--- config.mk ---
export PLATFORM = sky130hd
export DESIGN_NAME = uart_tx_fifo
export DESIGN_NICKNAME = d
export VERILOG_FILES = /design/src/rtl/uart_tx_fifo.sv
export SDC_FILE = /design/constraint.sdc
export NUM_CORES = 1
export LEC_CHECK = 0
export CORE_MARGIN = 2
export CORE_UTILIZATION = 50
export DETAILED_ROUTE_END_ITERATION = 16
export PLACE_DENSITY_LB_ADDON = 0.1
export SYNTH_ARGS = -nofsm -noshare
export SYNTH_HDL_FRONTEND = slang
export SYNTH_SLANG_ARGS = --single-unit
--- constraint.sdc ---
create_clock -name i_clk -period 2.8 [get_ports i_clk]
set_input_delay 0.56 -clock i_clk [delete_from_list [all_inputs] [get_ports i_clk]]
set_output_delay 0.56 -clock i_clk [all_outputs]
set_load 0.02 [all_outputs]
--- src/rtl/uart_tx_fifo.sv ---
// Byte FIFO that feeds a UART transmitter through its dv/byte handshake.
// One byte is launched at a time, paced by the transmitter's done pulse.
module uart_tx_fifo #(
    parameter int DEPTH  = 16,
    parameter int ADDR_W = 4
) (
    input  logic              i_clk,
    input  logic              i_rst,
    input  logic              i_wr_dv,
    input  logic [7:0]        i_wr_byte,
    output logic              o_full,
    output logic              o_empty,
    output logic [ADDR_W:0]   o_count,
    output logic              o_overflow,
    output logic              o_tx_dv,
    output logic [7:0]        o_tx_byte,
    input  logic              i_tx_active,
    input  logic              i_tx_done
);

    typedef enum logic [1:0] {
        IDLE = 2'd0,
        BUSY = 2'd1,
        GAP  = 2'd2
    } state_t;

    localparam logic [ADDR_W:0] FULL_COUNT = (ADDR_W + 1)'(DEPTH);

    state_t            state;
    logic [7:0]        mem [DEPTH];
    logic [ADDR_W-1:0] wr_ptr;
    logic [ADDR_W-1:0] rd_ptr;
    logic              wr_accept;
    logic              pop;
    logic [ADDR_W:0]   count_next;

    // NOTE: every signal assigned in always_comb gets a default first, so no
    // path leaves it unassigned and no latch is inferred.
    always_comb begin
        wr_accept  = i_wr_dv && !o_full;
        pop        = (state == IDLE) && !o_empty && !i_tx_active;
        count_next = o_count;
        case ({wr_accept, pop})
            2'b10:   count_next = o_count + 1'b1;
            2'b01:   count_next = o_count - 1'b1;
            default: count_next = o_count;
        endcase
    end

    // NOTE: the storage array has no reset; its contents are meaningless until
    // written, and leaving it out keeps it mappable to plain registers/RAM.
    always_ff @(posedge i_clk) begin
        if (wr_accept) begin
            mem[wr_ptr] <= i_wr_byte;
        end
    end

    // NOTE: sequential state uses non-blocking assignments so every register
    // samples pre-edge values, independent of statement order.
    always_ff @(posedge i_clk) begin
        if (i_rst) begin
            wr_ptr     <= '0;
            o_count    <= '0;
            o_full     <= 1'b0;
            o_empty    <= 1'b1;
            o_overflow <= 1'b0;
        end else begin
            if (wr_accept) begin
                wr_ptr <= wr_ptr + 1'b1;
            end
            // A write against a full FIFO is dropped and remembered until reset.
            if (i_wr_dv && o_full) begin
                o_overflow <= 1'b1;
            end
            o_count <= count_next;
            o_full  <= (count_next == FULL_COUNT);
            o_empty <= (count_next == '0);
        end
    end

    // Launch FSM: GAP gives the transmitter one cycle to leave its cleanup state.
    always_ff @(posedge i_clk) begin
        if (i_rst) begin
            state     <= IDLE;
            rd_ptr    <= '0;
            o_tx_dv   <= 1'b0;
            o_tx_byte <= 8'h00;
        end else begin
            o_tx_dv <= 1'b0;
            case (state)
                IDLE: begin
                    if (pop) begin
                        o_tx_byte <= mem[rd_ptr];
                        o_tx_dv   <= 1'b1;
                        rd_ptr    <= rd_ptr + 1'b1;
                        state     <= BUSY;
                    end
                end
                BUSY: begin
                    if (i_tx_done) begin
                        state <= GAP;
                    end
                end
                GAP: begin
                    state <= IDLE;
                end
                default: begin
                    state <= IDLE;
                end
            endcase
        end
    end

endmodule

Word-level counts from Yosys, hierarchy flattened
Memory sizes are Yosys's and may differ from the RTL's. A register that Yosys moved wholly into a read port is not among the register bits.
Index checks and enable logic that the tools add are counted.

cells by class
  $lt $le $gt $ge = 0
  eq/ne operators = 6
  bitwise gates (word level) = 1
  add/sub/neg operators = 4
  multipliers = 0
  reduce and logical (&&, ||, !) cells = 12
  mux-type cells = 7
  div/mod/pow operators = 0
  shift-type cells = 0

operator list
  kind                                                                    number
  5-bit one-hot mux with 2 select lines                                   1
  4-bit by 1-bit adder with 4-bit output (second input constant)          2
  5-bit by 1-bit adder with 5-bit output (second input constant)          1
  5-bit equality test (second input constant)                             1
  5-bit zero test                                                         1
  5-bit by 1-bit subtractor with 5-bit output (second input constant)     1
  2-bit by 1-bit equality test with 1-bit output (second input constant)  2
  1-bit logical AND                                                       4
  2-bit two-way mux                                                       2
  2-bit != test (second input constant)                                   2
  2-bit one-hot mux with 2 select lines                                   1
  2-bit AND reduction                                                     2
  1-bit zero test                                                         3
  1-bit two-way mux                                                       3
  2-bit equality test (second input constant)                             1
  2-bit zero test                                                         1
  2-bit OR reduction                                                      1
  1-bit inverter                                                          1

storage, ports and cells
  input port bits = 13
  latch bits = 0
  register bits = 19
  output and inout bits = 17
  memory bits (writable) = 128
  word-level logic and storage cells = 39
  memories = 1
  bits in read-only memories = 0

memories
  memory  depth  width  read ports  clocked after Yosys merged registers in  wr ports  RTL line  text
  mem     16     8      1           1                                        1         30        logic [7:0] mem [DEPTH];

Depth between registers and ports, before layout
  word-level depth = 6
  depth in mapped cells = 12
  mapped depth without buffers = 11

Worst setup path after synthesis
No wires, ideal clock.

  path type = input-to-reg
  from = input i_tx_active
  to = register o_full
  buffers on the path = 1
  slack = -0.148 ns
  arrival time = 2.830 ns
  stages = 10
  setup time = 0.117 ns
  cells stage by stage = or4_4 > clkinv_4 > clkbuf_1 > ha_1 > nor3b_1 > a31oi_1 > or3_1 > a31oi_1 > xnor2_1 > and4bb_2

between the ends
  cells in the longest elaborated chain, start to end = 5
  elaborated cells on any way between the ends = 6

ends and longest elaborated chain
  element                                                                                       RTL line  text
  start, declared                                                                               17        input logic i_tx_active,
  1-bit zero test (*)                                                                           41        pop = (state == IDLE) && !o_empty && !i_tx_active;
  1-bit logical AND (*)                                                                         41
  2-bit by 1-bit equality test with 1-bit output / 2-bit equality test (equally long branches)  43        case ({wr_accept, pop})
  5-bit one-hot mux with 2 select lines (*)                                                     43
  5-bit equality test (*)                                                                       76        o_full <= (count_next == FULL_COUNT);
  end signal, assigned                                                                          76
  end, declared                                                                                 11        output logic o_full,

Every way passes the cells marked *; elsewhere a longest branch is shown, timed or not.
A chain may end at the register's enable or synchronous reset.

Worst setup path in the final report
  from = register state[1]
  to = register o_full

between the ends
  cells in the longest elaborated chain, start to end = 6
  elaborated cells on any way between the ends = 7

ends and longest elaborated chain
  element                                                                                       RTL line  text
  start, declared                                                                               29        state_t state;
  start signal, assigned                                                                        84        state <= IDLE;
  start signal, assigned                                                                        96        state <= BUSY;
  start signal, assigned                                                                        101       state <= GAP;
  2-bit zero test (*)                                                                           41
  1-bit logical AND (*) (2 in series)                                                           41
  2-bit by 1-bit equality test with 1-bit output / 2-bit equality test (equally long branches)  43
  5-bit one-hot mux with 2 select lines (*)                                                     43
  5-bit equality test (*)                                                                       76

Marked as above.

==> metrics.md <==
| Metric | Value |
|---|---|
| Crit path cell chain | or4_4 > clkinv_4 > nand2_4 > xnor2_2 > ha_2 > nor2b_4 > a31oi_1 > or3_1 > a31oi_1 > xnor2_1 > and4bb_2 |
| Buffer and inverter count on the worst path | 1 |
| CP arrival | 2.99 ns |
| Post-layout util | 61.2% |
| Starting Density | roughly half |
| Critical path endpoint category | register |
| Avg WL per Cell | 19.9 um |
| Die W | ~110 um |
| Commonest non-fill, non-tap cell in the layout | edfxtp_1 |
| Nets@finish | 422 |
| Die height | 114 um |
| Warnings, synthesis | 0 |
| MaxCap Viol Count | 0 |
| CP required | 3.11 ns |
| Drt total wl | 11200 um |
| Slew HR | 51.9% |
| Sink Count | approximately 160 |
| Vias/cell | between 5 and 6 |
| Final Hold Viols | 0 |
| Vias in the first global route | 3214 |
| Post-synth ARST share | 0% |
| Fin Hold WS | 0.460 ns |
| Worst skew pair latency | between 0.4 and 0.5 ns |
| Row count | 40 |
| Die footprint | 13100 um^2 |
| Fmax | 0.372 GHz |
| Worst setup path class | register to register |
| Grt ovf | 0 |
| Worst-margin pin slew | 0.719 ns |
| Placed cells | 527 |
| Main flop type after synthesis | edfxtp_1 |
| Via count | 3179 |
| Post-synth EDFFs | between 100 and 150 |
| Power Dens Cells | approximately 800 nW/um^2 |
| Mapped cell area | 6080 um^2 |
| Tcrit/Tclk final | 95.9% |
| Final min period | 2.69 ns |
| Register bit total from synthesis | 155 |
| GRT Util Overall | around 19% |
| Worst min path class | register to register |
| Worst vdd ir | 472 uV |
| Initial DRC count | 236 |
| Fill cells | slightly below 900 |
| CP most frequent cell | a31oi_1 |
| Hold Buf Count CTS | 0 |
| Status | complete, no violations |
| Critical Path Max Stage Delay | 0.55 ns |
| CTS tree | done |
| Crit Path Max Fanout | 3 |
| Crit-path leading delay family | simple AND/OR/NAND/NOR gates |
| Clk Tree Root Cell | clkbuf_16 |
| Area grow syn2layout | 20.5% |
| R2R Setup Slk | 0.11 ns |
| Clk_skew | 0.00612 ns |
| CTS Buf Count | 17 |
| Clk buf depth | 2 |
| Clock transition at path regs | 0.06 ns |
| Final Non-Filler Cells | about 560 |
| Largest net degree at the start of global routing | 36 |
| Post-Syn Instances | between 300 and 400 |
| First-pass GRT wire length | 17900 um |
| Syn Area/Cell | 17.9 um^2 |
| Pleak | 0.00240 uW |
| Post-synth cell types | 32 |
| Detailed placement HPWL | 7450 um |
| Port bufs | 29 |
| Post-DRT Antenna Nets | 0 |
| Antenna violations before repair | 0 |
| Post-Syn Nets | 360 |
| Total core area | between 10000 and 15000 um^2 |
| Slew Viols, Final | 0 |
| Endpoints failing setup | 0 |
| Pre-antenna DRT Iters | 4 |
| Critical Path Source Type | register |
| Ports | 30 |
| Commonest cells after routing, fill and taps aside | edfxtp_1 (128), mux4_2 (40), buf_4 (33), clkdlybuf4s50_1 (28) |
| Seq/Total Area, Yosys | 72.1% |
| H-tree Lvls | 4 |
| Ant. Diodes | 0 |
| Worst path slowest cell | or4_4 |
| DRC viols | 0 |
| Routability cong. | 0.791 |
| Share of post-route cells with drive strength above 1 | ~28% |
worst register-to-register path, delay by kind of cell, from the launching register on:
kind	cells	cell delay, ns
adders and majority gates	1	0.22
buffers and inverters	1	0.08
xor gates and xnor gates	2	0.34
and+or+nand+nor	5	1.37
DFF	1	0.32
AOI/OAI and AO/OA	2	0.24
timing repair:
action	in CTS	in global routing
resized for setup	6	5
setup buffers	1	2
endpoints found under the setup margin	2	2
endpoints found under the hold margin	0	0
pin swaps	4	7
cell families after synthesis:
family,share of synthesized area [%]
flops,72.1
simple gates,5.97
mux,15.0
buf+inv,1.69
compound gates,2.06
xor+xnor,1.73
fa+ha+maj,1.44
metrics by stage:
step | total power (uW) | setup WS [ns] | area, um^2 | setup TNS [ns]
2_1_floorplan | 3370 | 0.0111 | 6080 | 0
3_3_place_gp | 3740 | -0.387 | 6730 | -0.988
3_5_place_dp | 3750 | -0.499 | 6730 | -1.39
4_1_cts | 5830 | 0.0258 | 7300 | 0
5_1_grt | 6040 | -0.00667 | 7320 | -0.00667
6_report | 5770 | 0.115 | 7320 | 0
final timing paths:
| path | startpoint | end | cells after the start |
|---|---|---|---|
| setup reg to reg | state[1] | o_full | 11 |
| hold reg to reg | o_tx_byte[1] | o_tx_byte[1] | 2 |
| setup / recovery | state[1] | o_full | 11 |
| hold / removal | o_tx_byte[1] | o_tx_byte[1] | 2 |
flip-flops by register name, indices dropped and copies added, names as in the netlist:
signal / count
o_full: 1
rd_ptr: 4
mem: 128
o_overflow: 1
o_empty: 1
o_count: 5
o_tx_dv: 1
wr_ptr: 4
state: 2
o_tx_byte: 8
power by group:
group	switching (uW)	internal (uW)	total, uW
registers	84.0	2600	2690
clock network	849	1200	2050
logic	492	547	1040
total	1420	4350	5770
cells in the mapped netlist, types with 2 or more instances:
library cell	number	area share (%)
ha_1	7	1.4
xor2_1	5	0.72
nor3_1	6	0.49
clkbuf_1	17	1.0
edfxtp_1	128	63
nor3b_1	2	0.25
xnor2_1	7	1.0
mux4_2	40	15
a21oi_1	15	1.2
a31oi_1	3	0.31
nor2_1	27	1.7
nor2b_1	2	0.21
inv_1	3	0.19
nand2b_1	3	0.31
buf_2	3	0.25
nand4_1	3	0.31
dfxtp_1	27	8.9
nand2_1	28	1.7
routing by layer:
layer	track usage [%]	vias up	wire length, um
li1	-	1455	-
met1	26.0	1626	4950
met2	30.3	82	5550
met3	3.92	16	479
met4	9.51	0	191
met5	0	-	0
cell type report:
class                      instances  area, um^2  area share (%)
clock buffer                      17         425            5.81
inverter                           4        20.0           0.273
sequential                       155        4390            59.9
tap                              147         184            2.51
clock inverter                    15         109            1.49
timing repair buffer              64         572            7.81
multi-input combinational        160        1630            22.2
Power figures use the tool's default switching activity.
